--- src/rtl/level_meter_pkg.sv ---
// Shared types and helpers for the multi-channel level meter datapath.
package level_meter_pkg;

  typedef enum logic [2:0] {
    StIdle,
    StAbs,
    StEnv,
    StMap,
    StDone
  } state_e;

  // Level width for the default 8-LED bar; the top derives its own from LEDS.
  localparam int unsigned DefaultLeds = 8;
  localparam int unsigned LW = $clog2(DefaultLeds + 1);

  // Index of the highest set bit among the low `width` bits; 0 when none set.
  function automatic int unsigned msb_index(input logic [31:0] value, input int unsigned width);
    int unsigned idx;
    idx = 0;
    for (int unsigned i = 0; i < 32; i++) begin
      if (i < width && value[i[4:0]]) begin
        idx = i;
      end
    end
    return idx;
  endfunction

  // Bits [lvl-1:0] set, limited to `leds` bits.
  function automatic logic [31:0] thermometer(input int unsigned lvl, input int unsigned leds);
    logic [31:0] mask;
    mask = '0;
    for (int unsigned i = 0; i < 32; i++) begin
      if (i < lvl && i < leds) begin
        mask[i[4:0]] = 1'b1;
      end
    end
    return mask;
  endfunction

endpackage

--- src/rtl/msb_encoder.sv ---
// Combinational priority encoder: position of the highest set bit plus a zero flag.
module msb_encoder
  import level_meter_pkg::*;
#(
  parameter int unsigned WIDTH = 15
) (
  input  logic [WIDTH-1:0]         value,
  output logic [$clog2(WIDTH)-1:0] msb,
  output logic                     zero
);

  localparam int unsigned Mw = $clog2(WIDTH);

  always_comb begin
    zero = (value == '0);
    msb  = Mw'(msb_index(32'(value), WIDTH));
  end

endmodule

--- src/rtl/level_meter.sv ---
// Time-multiplexed multi-channel level meter: envelope, ~6 dB/LED bar and peak hold.
// Define LEVEL_METER_PEAK_DOT_EN to light a floating peak dot above the bar.
module level_meter
  import level_meter_pkg::*;
#(
  parameter int unsigned CHANNELS     = 2,
  parameter int unsigned WIDTH        = 16,
  parameter int unsigned LEDS         = 8,
  parameter int unsigned DECAY_SHIFT  = 4,
  parameter int unsigned HOLD_SAMPLES = 24000,
  parameter bit          ACTIVE_LOW   = 1'b1
) (
  input  logic                                  clk,
  input  logic                                  rst,
  input  logic                                  sample_clk,
  input  logic [CHANNELS*WIDTH-1:0]             samples,
  output logic [CHANNELS*LEDS-1:0]              bar,
  output logic [CHANNELS*$clog2(LEDS+1)-1:0]    level,
  output logic [CHANNELS*$clog2(LEDS+1)-1:0]    peak_level,
  output logic                                  valid,
  output logic                                  overrun
);

  localparam int unsigned Lw     = $clog2(LEDS + 1);
  localparam int unsigned Aw     = WIDTH - 1;
  localparam int unsigned Mw     = $clog2(Aw);
  localparam int unsigned Hw     = $clog2(HOLD_SAMPLES + 1);
  localparam int unsigned Cw     = (CHANNELS > 1) ? $clog2(CHANNELS) : 1;
  localparam int          Offset = int'(WIDTH) - 2 - int'(LEDS);
  localparam logic [CHANNELS*LEDS-1:0] BarOff = ACTIVE_LOW ? '1 : '0;

  state_e state_q, state_d;
  logic [Cw-1:0] ch_q, ch_d;
  logic          last_ch;

  logic [CHANNELS*WIDTH-1:0] samples_q;
  logic [Aw-1:0]             abs_q;
  logic [Aw-1:0]             env_q  [CHANNELS];
  logic [Lw-1:0]             lvl_q  [CHANNELS];
  logic [Lw-1:0]             peak_q [CHANNELS];
  logic [Hw-1:0]             hold_q [CHANNELS];

  logic [CHANNELS*LEDS-1:0] bar_q, bar_next;
  logic [CHANNELS*Lw-1:0]   level_q, level_next;
  logic [CHANNELS*Lw-1:0]   peak_out_q, peak_next;
  logic                     overrun_q;

  // FSM
  always_comb begin
    state_d = state_q;
    ch_d    = ch_q;
    last_ch = (32'(ch_q) == CHANNELS - 1);
    unique case (state_q)
      StIdle: begin
        if (sample_clk) begin
          state_d = StAbs;
          ch_d    = '0;
        end
      end
      StAbs: state_d = StEnv;
      StEnv: state_d = StMap;
      StMap: begin
        if (last_ch) begin
          state_d = StDone;
        end else begin
          ch_d    = ch_q + 1'b1;
          state_d = StAbs;
        end
      end
      StDone:  state_d = StIdle;
      default: state_d = StIdle;
    endcase
  end

  // ABS: magnitude, with the most negative code saturating to full scale
  logic [WIDTH-1:0] x, neg;
  logic [Aw-1:0]    abs_d;

  always_comb begin
    x   = samples_q[32'(ch_q)*WIDTH +: WIDTH];
    neg = ~x + 1'b1;
    if (!x[WIDTH-1]) begin
      abs_d = x[Aw-1:0];
    end else if (neg[WIDTH-1]) begin
      abs_d = '1;
    end else begin
      abs_d = neg[Aw-1:0];
    end
  end

  // ENV: instant attack, exponential release that always reaches zero
  logic [Aw-1:0] env_cur, decay, env_new;

  always_comb begin
    env_cur = env_q[ch_q];
    decay   = env_cur >> DECAY_SHIFT;
    if (abs_q > env_cur) begin
      env_new = abs_q;
    end else if (decay == '0 && env_cur != '0) begin
      env_new = env_cur - 1'b1;
    end else begin
      env_new = env_cur - decay;
    end
  end

  // MAP: log2 level from the updated envelope, then peak hold
  logic [Mw-1:0] msb;
  logic          env_zero;
  int            lvl_raw;
  logic [Lw-1:0] lvl_new, peak_cur, peak_new;
  logic [Hw-1:0] hold_cur, hold_new;

  msb_encoder #(
    .WIDTH(Aw)
  ) u_msb (
    .value(env_cur),
    .msb  (msb),
    .zero (env_zero)
  );

  always_comb begin
    lvl_raw = int'(msb) - Offset;
    if (env_zero || lvl_raw <= 0) begin
      lvl_new = '0;
    end else if (lvl_raw >= int'(LEDS)) begin
      lvl_new = Lw'(LEDS);
    end else begin
      lvl_new = Lw'(lvl_raw);
    end

    peak_cur = peak_q[ch_q];
    hold_cur = hold_q[ch_q];
    if (lvl_new >= peak_cur) begin
      peak_new = lvl_new;
      hold_new = Hw'(HOLD_SAMPLES);
    end else if (hold_cur != '0) begin
      peak_new = peak_cur;
      hold_new = hold_cur - 1'b1;
    end else begin
      peak_new = peak_cur - 1'b1;
      hold_new = Hw'(HOLD_SAMPLES);
    end
  end

  // Output image for all channels, including the channel finishing this cycle,
  // so bar/level/peak_level become visible together with valid.
  logic [Lw-1:0]   lvl_all  [CHANNELS];
  logic [Lw-1:0]   peak_all [CHANNELS];
  logic [LEDS-1:0] mask;

  always_comb begin
    bar_next   = '0;
    level_next = '0;
    peak_next  = '0;
    mask       = '0;
    for (int c = 0; c < int'(CHANNELS); c++) begin
      lvl_all[c]  = lvl_q[c];
      peak_all[c] = peak_q[c];
    end
    lvl_all[ch_q]  = lvl_new;
    peak_all[ch_q] = peak_new;
    for (int c = 0; c < int'(CHANNELS); c++) begin
      mask = LEDS'(thermometer(32'(lvl_all[c]), LEDS));
`ifdef LEVEL_METER_PEAK_DOT_EN
      if (peak_all[c] > lvl_all[c] && peak_all[c] != '0) begin
        mask = mask | LEDS'(thermometer(32'(peak_all[c]), LEDS) &
                            ~thermometer(32'(peak_all[c]) - 1, LEDS));
      end
`endif
      bar_next[c*LEDS +: LEDS] = ACTIVE_LOW ? ~mask : mask;
      level_next[c*Lw +: Lw]   = lvl_all[c];
      peak_next[c*Lw +: Lw]    = peak_all[c];
    end
  end

  always_ff @(posedge clk or posedge rst) begin
    if (rst) begin
      state_q    <= StIdle;
      ch_q       <= '0;
      samples_q  <= '0;
      abs_q      <= '0;
      overrun_q  <= 1'b0;
      bar_q      <= BarOff;
      level_q    <= '0;
      peak_out_q <= '0;
      for (int c = 0; c < int'(CHANNELS); c++) begin
        env_q[c]  <= '0;
        lvl_q[c]  <= '0;
        peak_q[c] <= '0;
        hold_q[c] <= '0;
      end
    end else begin
      state_q <= state_d;
      ch_q    <= ch_d;
      if (state_q == StIdle && sample_clk) begin
        samples_q <= samples;
      end
      if (state_q != StIdle && sample_clk) begin
        overrun_q <= 1'b1;
      end
      if (state_q == StAbs) begin
        abs_q <= abs_d;
      end
      if (state_q == StEnv) begin
        env_q[ch_q] <= env_new;
      end
      if (state_q == StMap) begin
        lvl_q[ch_q]  <= lvl_new;
        peak_q[ch_q] <= peak_new;
        hold_q[ch_q] <= hold_new;
        if (last_ch) begin
          bar_q      <= bar_next;
          level_q    <= level_next;
          peak_out_q <= peak_next;
        end
      end
    end
  end

  assign bar        = bar_q;
  assign level      = level_q;
  assign peak_level = peak_out_q;
  assign valid      = (state_q == StDone);
  assign overrun    = overrun_q;

endmodule
--- config.mk ---
export PLATFORM = sky130hd
export DESIGN_NAME = level_meter
export DESIGN_NICKNAME = d
export VERILOG_FILES = /design/src/rtl/level_meter_pkg.sv /design/src/rtl/msb_encoder.sv /design/src/rtl/level_meter.sv
export SDC_FILE = /design/constraint.sdc
export NUM_CORES = 1
export LEC_CHECK = 0
export CAP_MARGIN = 30
export CELL_PAD_IN_SITES_DETAIL_PLACEMENT = 1
export CELL_PAD_IN_SITES_GLOBAL_PLACEMENT = 1
export CORE_MARGIN = 2
export CORE_UTILIZATION = 41
export DETAILED_ROUTE_END_ITERATION = 10
export MAX_ROUTING_LAYER = met4
export PLACE_DENSITY = 0.79
export REMOVE_ABC_BUFFERS = 1
export SYNTH_ARGS = -nofsm -noshare
export SYNTH_HDL_FRONTEND = slang
export SYNTH_SLANG_ARGS = --single-unit
export TNS_END_PERCENT = 1
--- constraint.sdc ---
create_clock -name clk -period 5.9 [get_ports clk]
set_input_delay 0.885 -clock clk [delete_from_list [all_inputs] [get_ports clk]]
set_output_delay 0.885 -clock clk [all_outputs]
set_load 0.02 [all_outputs]
After elaboration in Yosys (flattened, before gate mapping)
Cells that the tools add are included.
{ "word_totals": {"elab_cells": 132, "in_bits": 35, "reg_bits": 160, "out_inout_bits": 34} }
{ "classes": {"eq_ne": 5, "n_shift": 1, "bitwise_logic": 4, "mux": 63, "n_lt_le_gt_ge": 22, "n_reduce_logical": 14, "add_sub_neg": 7} }
{ "op_table": {"columns": ["operator", "count"], "rows": [
  ["$mux W15", 13],
  ["$mux W4", 20],
  ["$bwmux W30", 2],
  ["$lt A3 B4 Y1 const A", 8],
  ["$shiftx A32 B6 Y16", 1],
  ["$logic_not A15 Y1", 2],
  ["$reduce_bool A15 Y1", 2],
  ["$sub A15 B1 Y15 const B", 2],
  ["$mux W1", 19],
  ["$add A16 B1 Y16 const B", 1],
  ["$bwmux W8", 2],
  ["$lt A1 B4 Y1 const A", 4],
  ["$lt A2 B4 Y1 const A", 4],
  ["$not A16 Y16", 1],
  ["$not A8 Y8", 2],
  ["$demux W15 S1", 1],
  ["$gt A15 B15 Y1", 1],
  ["$sub A15 B11 Y15", 1],
  ["$pmux W3 S4", 1],
  ["$eq A3 B2 Y1 const B", 2],
  ["$mux W3", 2],
  ["$ge A5 B5 Y1 const B", 1],
  ["$le A5 B1 Y1 const B", 1],
  ["$sub A4 B3 Y5 const B", 1],
  ["other kinds (18)", 22]
]} }

Longest topological paths before layout
{ "depth": {"ltp_word": 26, "mapped_depth": 22, "ltp_nobuf": 18} }

Modules after synthesis
From an unflattened synthesis, not the netlist that was laid out.
{ "hier_totals": {"hier_cells": 994, "area_unflattened_um2": 9354.0} }
{ "by_module_without_submodules": {"columns": ["mod", "cells_per_inst", "n_inst", "seq_area_each_um2", "area_each_um2"], "rows": [
  ["level_meter", 967, 1, 3973.8, 9197.6],
  ["msb_encoder", 27, 1, 0.0, 156.4]
]} }

Worst setup path after synthesis
No wires, ideal clock.
{ "synth_path": {"path_type": "reg2reg", "from": "register ch_q", "to": "register peak_q[7] in the netlist's numbering", "t_arrival_ns": 4.447, "path_slack_ns": 1.327, "stages_incl_launch_ff": 18, "n_path_buf": 9, "setup_time_ns": 0.126, "synth_period_minus_slack_ns": 4.573, "t_required_ns": 5.774, "cell_sequence": "dfrtp_1 > buf_2 > buf_2 > buf_4 > buf_4 > buf_2 > buf_2 > buf_2 > buf_2 > mux2i_1 > ha_1 > nor4b_1 > o21ai_1 > a21o_1 > buf_6 > or4_4 > and2_0 > a221o_1"} }
{ "synth_via": {"elab_chain_len": 25, "word_cells_on_any_way": 42, "cone_classes": "add/sub: 2; order compare: 5; mux: 30; bitwise: 1; reduce/logical: 4"} }
{ "synth_lines": {"columns": ["item", "line_no", "text"], "rows": [
  ["start, declared", "level_meter.sv:33", "logic [Cw-1:0] ch_q, ch_d;"],
  ["start signal, assigned", "level_meter.sv:194", "ch_q <= ch_d;"],
  ["$not A1 Y2 (not written as such) *", null, null],
  ["$mux W15 (not written as such) (3 in a row)", "level_meter.sv:95", "env_cur = env_q[ch_q];"],
  ["$mux W1", "level_meter_pkg.sv:21", "if (i < width && value[i[4:0]]) begin"],
  ["$mux W2", "level_meter_pkg.sv:21", null],
  ["$mux W4 (12 in a row)", "level_meter_pkg.sv:21", null],
  ["$sub A4 B3 Y5", "level_meter.sv:122", "lvl_raw = int'(msb) - Offset;"],
  ["$ge A5 B5 Y1 or $le A5 B1 Y1 (tied branches)", "level_meter.sv:125, level_meter.sv:123", null],
  ["$mux W4 or $logic_or A1 B1 Y1 (tied branches)", "level_meter.sv:125, level_meter.sv:123", null],
  ["$mux W4", "level_meter.sv:123", "if (env_zero || lvl_raw <= 0) begin"],
  ["$ge A4 B4 Y1", "level_meter.sv:133", "if (lvl_new >= peak_cur) begin"],
  ["$mux W4", "level_meter.sv:133", null],
  ["$bwmux W8 *", "level_meter.sv:209", "peak_q[ch_q] <= peak_new;"],
  ["end signal, assigned by index", "level_meter.sv:209", null],
  ["end, declared", "level_meter.sv:40", "logic [Lw-1:0] peak_q [CHANNELS];"]
]} }
Every way passes the cells marked *; elsewhere a longest branch is shown, timed or not. The select of a mux whose other input is x is not followed.
A chain may end at the register's enable or synchronous reset.

Worst setup path in the final report
{ "layout_path": {"from": "register ch_q", "to": "register hold_q[21] in the netlist's numbering"} }
{ "layout_via": {"elab_chain_len": 25, "word_cells_on_any_way": 42, "cone_classes": "add/sub: 2; order compare: 5; mux: 30; bitwise: 1; reduce/logical: 4"} }
{ "layout_lines": {"columns": ["item", "line_no", "text"], "rows": [
  ["$not A1 Y2 (not written as such) *", null, null],
  ["$mux W15 (not written as such) (3 in a row)", "level_meter.sv:95", null],
  ["$mux W1", "level_meter_pkg.sv:21", null],
  ["$mux W2", "level_meter_pkg.sv:21", null],
  ["$mux W4 (12 in a row)", "level_meter_pkg.sv:21", null],
  ["$sub A4 B3 Y5", "level_meter.sv:122", null],
  ["$ge A5 B5 Y1 or $le A5 B1 Y1 (tied branches)", "level_meter.sv:125, level_meter.sv:123", null],
  ["$mux W4 or $logic_or A1 B1 Y1 (tied branches)", "level_meter.sv:125, level_meter.sv:123", null],
  ["$mux W4", "level_meter.sv:123", null],
  ["$ge A4 B4 Y1", "level_meter.sv:133", null],
  ["$mux W15", "level_meter.sv:133", null],
  ["$bwmux W30 *", "level_meter.sv:210", "hold_q[ch_q] <= hold_new;"],
  ["end signal, assigned by index", "level_meter.sv:210", null],
  ["end, declared", "level_meter.sv:41", "logic [Hw-1:0] hold_q [CHANNELS];"]
]} }
Marked as above.

==> flow_metrics.tcl <==
set metrics [dict create \
    outcome "complete, no violations" \
    skew_ns 0.0152 \
    cts-resized-gates 0 \
    io_pins 69 \
    cts_buffer_depth 2 \
    n_antenna_cell 0 \
    cts_inserted_buffers 17 \
    worst_r2r_path_depth 15 \
    ant_nets 0 \
    die_h_um 152 \
    drc 0 \
    dp.cells 1276 \
    avgSynthCellArea_um2 9.37 \
    htree_levels 4 \
    setup_ws_ns 0.902 \
    grt_max_degree 73 \
    rrSetupSlack_ns 0.90 \
    final_cell_mix "dfrtp_1, nand2_1, o21ai_0" \
    die_area_um2 23200 \
    cp_max_fo 21 \
    chipWidth_um 152 \
    routed_via_density 5.79 \
    hold_violations 0 \
    place_ws_ns 0.953 \
    hold_buffers 0 \
    start_util_pct 41.5 \
    portBuffers 68 \
    syn_to_final_growth_pct 17.3 \
    fin_crit_ns 5.00 \
    final_common_cell "dfrtp_1" \
    antenna_found_initial 0 \
    nNetsFinal 1085 \
    post_drt_wl_per_cell_um 18.4 \
    synth_cell_types 72 \
    synth-edff-count 0 \
    clk_transition_reported_paths_ns 0.07 \
    drv_slew 0 \
    path_class "reg2reg" \
    cts_sinks 156 \
    place_congestion 0.847 \
    min_path_cells 2 \
    tightest_slew_ns 0.968 \
    drv_cap 0 \
    dr.pass1.iters 4 \
    rows 54 \
    grt_pass1_wl_mm 41.8 \
    clkLatencyLatePin_ns 0.44 \
    final_cells 1308 \
    slew_headroom_pct 33.6 \
    yosysSeqAreaShare_pct 43.4 \
    worstHoldPathType "reg2reg" \
    layout-drive-gt1-share_pct 11.7 \
    synth-main-ff-cell "dfrtp_1" \
    grt_pass1_vias 8140 \
    setup_viol 0 \
    dp_hpwl_mm 17.5 \
    cts_root_buf "clkbuf_16" \
    netlist_area_um2 9040 \
    dr_total_vias 7574 \
    track_usage_pct 22.4 \
    synth_seq_cells 156 \
    required_ns 6.21 \
    min_from "bar[15]" \
    r2r-start "ch_q" \
    critPathArrivalTime_ns 5.31 \
    holdWs_ns 0.472 \
    grt_overflow 0 \
    routed_wl_mm 24.1 \
    postSynthCellCount 965 \
    ys_warn_count 0 \
    synth_async_sr_flop_share_pct 100 \
    crit_path_end_kind "flip-flop" \
    drtIter0Drc 385 \
    critPathLaunchType "flip-flop" \
    cts_tree "yes" \
    finalCritPeriodShare_pct 84.7 \
    min_delay_worst_endpoint "bar[15]" \
    r2r_end "hold_q[21]" \
    timing.fmax_mhz 200 \
    core_um2 21800 \
    rsz0062_at_grt "false" \
    cts_setup_buffers 0 \
]
[synth_stat cells (15+ instances only)]
library cell	count	area, um2
o31ai_1	29	218
a31oi_1	15	93.8
mux2i_1	47	470
or3_1	17	106
ha_1	34	425
nor3b_1	15	113
dfstp_2	16	420
nand3_1	20	100
nor3_1	28	140
nand2_1	118	443
dfrtp_1	140	3500
nor2_1	62	233
clkbuf_1	34	128
o21ai_0	91	455
inv_1	28	105
mux2_2	46	518
a21oi_1	52	260
[worst max-delay path by stage]
stage	from	end	slack, ns	depth (start not counted)
after detailed placement	ch_q	hold_q[8]	0.95	15
final	ch_q	hold_q[21]	0.90	15
after global routing	ch_q	hold_q[8]	0.39	15
after CTS	ch_q	hold_q[7]	0.91	15
after global placement	ch_q	hold_q[21]	1.13	14
after floorplan	ch_q	hold_q[21]	-0.58	14
[layer usage]
metal | global-route usage [%] | routed length [um] | vias up
met5 | - | 0 | -
met1 | 29.4 | 11200 | 3745
met2 | 35.9 | 11600 | 158
met3 | 3.44 | 837 | 41
met4 | 7.19 | 456 | 0
li1 | - | - | 3630
[registers in the layout (all words and copies together), names as in the netlist]
| name | flops |
|---|---|
| hold_q | 30 |
| abs_q | 15 |
| peak_level | 8 |
| bar | 16 |
| peak_q | 8 |
| state_q | 3 |
| overrun | 1 |
| lvl_q | 4 |
| level | 8 |
| env_q | 30 |
| ch_q | 1 |
| samples_q | 32 |
[logic make-up (layout without fill, tap and decap cells)]
| kind of cell | Yosys count | after routing | share of synthesized area (%) |
|---|---|---|---|
| xor gates and xnor gates | 13 | 13 | 1.26 |
| muxes | 93 | 93 | 10.9 |
| AOI/OAI and AO/OA | 267 | 267 | 18.4 |
| buffers and inverters | 78 | 141 | 3.52 |
| adders and majority gates | 35 | 35 | 4.93 |
| and+or+nand+nor | 323 | 323 | 17.5 |
| DFF | 156 | 156 | 43.4 |
[metrics by stage]
step	util, %	cell area, um2	setup TNS [ns]
2_1_floorplan	-	8830	-15.65
3_3_place_gp	45.7	9950	0
3_5_place_dp	46.0	10000	0
4_1_cts	48.7	10600	0
5_1_grt	48.7	10600	0
6_report	48.7	10600	0
[final cells by class]
class                      count  area (um2)
timing repair buffer          80         811
clock buffer                  20         447
fill                        2458       11200
tap                          280         350
sequential                   156        3930
clock inverter                12         140
multi-input combinational    731        4810
inverter                      29         114
[worst max-delay path, stage by stage (launching register included)]
cell and delay [ns]:
dfrtp_4 0.62, inv_1 0.30, o31ai_1 0.67, a21oi_1 0.16
a21oi_1 0.16, o21ai_0 0.11, ha_1 0.29, or4_1 0.57
and2_1 0.22, inv_1 0.09, ha_1 0.24, a21oi_1 0.19
o21ai_1 0.32, or3_1 0.59, o31ai_1 0.22, o21ai_0 0.11
Power is not shown: default switching activity piles up to over one toggle a cycle in this logic, so the estimate is an artifact.
==> variant, RTL diff (same flow settings) <==
Add a define of `LEVEL_METER_PEAK_DOT_EN`.
--- a/src/rtl/level_meter.sv
+++ b/src/rtl/level_meter.sv
@@ -1,4 +1,6 @@
 // Time-multiplexed multi-channel level meter: envelope, ~6 dB/LED bar and peak hold.
 // Define LEVEL_METER_PEAK_DOT_EN to light a floating peak dot above the bar.
+`define LEVEL_METER_PEAK_DOT_EN
+
 module level_meter
   import level_meter_pkg::*;
Formal check against the unedited RTL: same outputs for any inputs over 10 cycles, from zero or initial values and one cycle with rst high; that may be too few to reach the edited logic, so the function may still have changed.
==> variant against the original RTL <==
Sequential cell count grew 4. Wire length up 14%. Final area rose by 11%. Worst setup slack got worse by 480 ps. Critical path type unchanged. Non-clock buffer count increased by 27. Area after synthesis rose by 9.8%.
Power is left out: the tool's default activity adds up to more than one toggle a clock period on the data nets, which glitch-free logic cannot reach.
==> variant: results (changes against the original RTL) <==
Placed design
The post-place instance area came to 0.01107 sq mm (was 0.01001 sq mm). The placed wire-length estimate is 19420 um (was 17460 um). The setup slack at placement came to 165.2 ps (was 952.6 ps). The routability-driven placement congestion ratio is 0.8915 (was 0.8469).

Global route
The overall global routing resource usage is 0.2294 (was 0.2240). The met1 routing resource usage after global routing is 0.2967 (was 0.2942). The largest net degree at the start of global routing is 81 (was 73). The wire length of the first global-routing pass came to 46550 um (was 41790 um).

The routing usage on met2 is 0.3823 (was 0.3589). The met3 routing resource usage after global routing was 0.03334 (was 0.03441).

STA
The worst clock skew on the final layout was 11.05 ps (was 15.20 ps). The relative slew slack is 0.3989 (was 0.3365).

Worst hold path
The hold path endpoint was peak_level[2]$_DFFE_PP0P_ (was bar[15]$_DFFE_PP1P_). The launch point of the worst hold path is peak_level[2]$_DFFE_PP0P_ (was bar[15]$_DFFE_PP1P_).

Synth
Cell types occupying the most area after synthesis: sky130_fd_sc_hd__dfrtp_1 36%, sky130_fd_sc_hd__mux2i_1 6.4%, sky130_fd_sc_hd__ha_1 6.1% (was sky130_fd_sc_hd__dfrtp_1 39%, sky130_fd_sc_hd__mux2_2 5.7%, sky130_fd_sc_hd__mux2i_1 5.2%). The mux share of post-synthesis cell area was 0.1056 (was 0.1094). The portion of the post-synthesis area used by sequential elements is 0.4057 (was 0.4342). The adder and majority gate portion of the synthesized area is 0.06256 (was 0.04929). The compound-cell area share of the yosys netlist is 0.1837 (was 0.1843).

Layout
The layout cell share with drive strength beyond 1 was 0.1326 (was 0.1167). The number of filler cells placed in the layout is 2710 (was 2458). The total number of nets in the final design was 1255 (was 1085).

Routing
The detail-routed net length per standard cell is 18.33 um (was 18.43 um). The via density per instance is 5.631 (was 5.791). The met2 wire length is 13330 um (was 11610 um). The met1 wire length is 13170 um (was 11200 um).

The number of violations reported at the end of detailed-routing iteration 0 is 447 (was 385).

Critical path
The end point of the critical path is bar[5]$_DFFE_PP1P_ (was hold_q[21]$_DFFE_PP0P_). The depth of the worst register-to-register path is 25 (was 15). The worst-path maximum fanout is 16 (was 21).

Status
Status: finished clean (unchanged).
variant: cell types whose count changed after synthesis, sizes merged, moves of 11 or more:
cell and delta:
nor3 +11, a21oi +31, nor2 +51, ha +14, a31oi +14, mux2i +16
o31ai -19, or3 -11, inv +18
variant: worst reg2reg max path: stages, from the launching register on:
cell	delay (ps)
sky130_fd_sc_hd__dfrtp_4	570
sky130_fd_sc_hd__or3_1	390
sky130_fd_sc_hd__o31ai_1	100
sky130_fd_sc_hd__a21oi_1	110
sky130_fd_sc_hd__nor2_1	100
sky130_fd_sc_hd__a21oi_1	50
sky130_fd_sc_hd__o21ai_0	170
sky130_fd_sc_hd__ha_2	310
sky130_fd_sc_hd__and3_1	160
sky130_fd_sc_hd__mux2i_1	180
sky130_fd_sc_hd__inv_1	170
sky130_fd_sc_hd__ha_1	320
sky130_fd_sc_hd__nand2_1	70
sky130_fd_sc_hd__o21ai_1	270
sky130_fd_sc_hd__buf_4	280
sky130_fd_sc_hd__a22o_1	220
sky130_fd_sc_hd__o2bb2ai_2	160
sky130_fd_sc_hd__inv_1	110
sky130_fd_sc_hd__ha_1	300
sky130_fd_sc_hd__nor2b_1	150
sky130_fd_sc_hd__o21ai_0	100
sky130_fd_sc_hd__nand2b_1	80
sky130_fd_sc_hd__a21oi_1	70
sky130_fd_sc_hd__a41o_1	300
sky130_fd_sc_hd__or3_1	400
sky130_fd_sc_hd__a32o_1	250
variant: area by class of cell:
type                       count  area (sq um)  share of cell area
inverter                      47         181.4             0.01537
clock buffer                  17         425.4             0.03604
multi-input combinational    838          5557              0.4707
sequential                   160          4028              0.3412
tap                          319         399.1             0.03381
clock inverter                15         193.9             0.01643
timing repair buffer         107          1021             0.08649
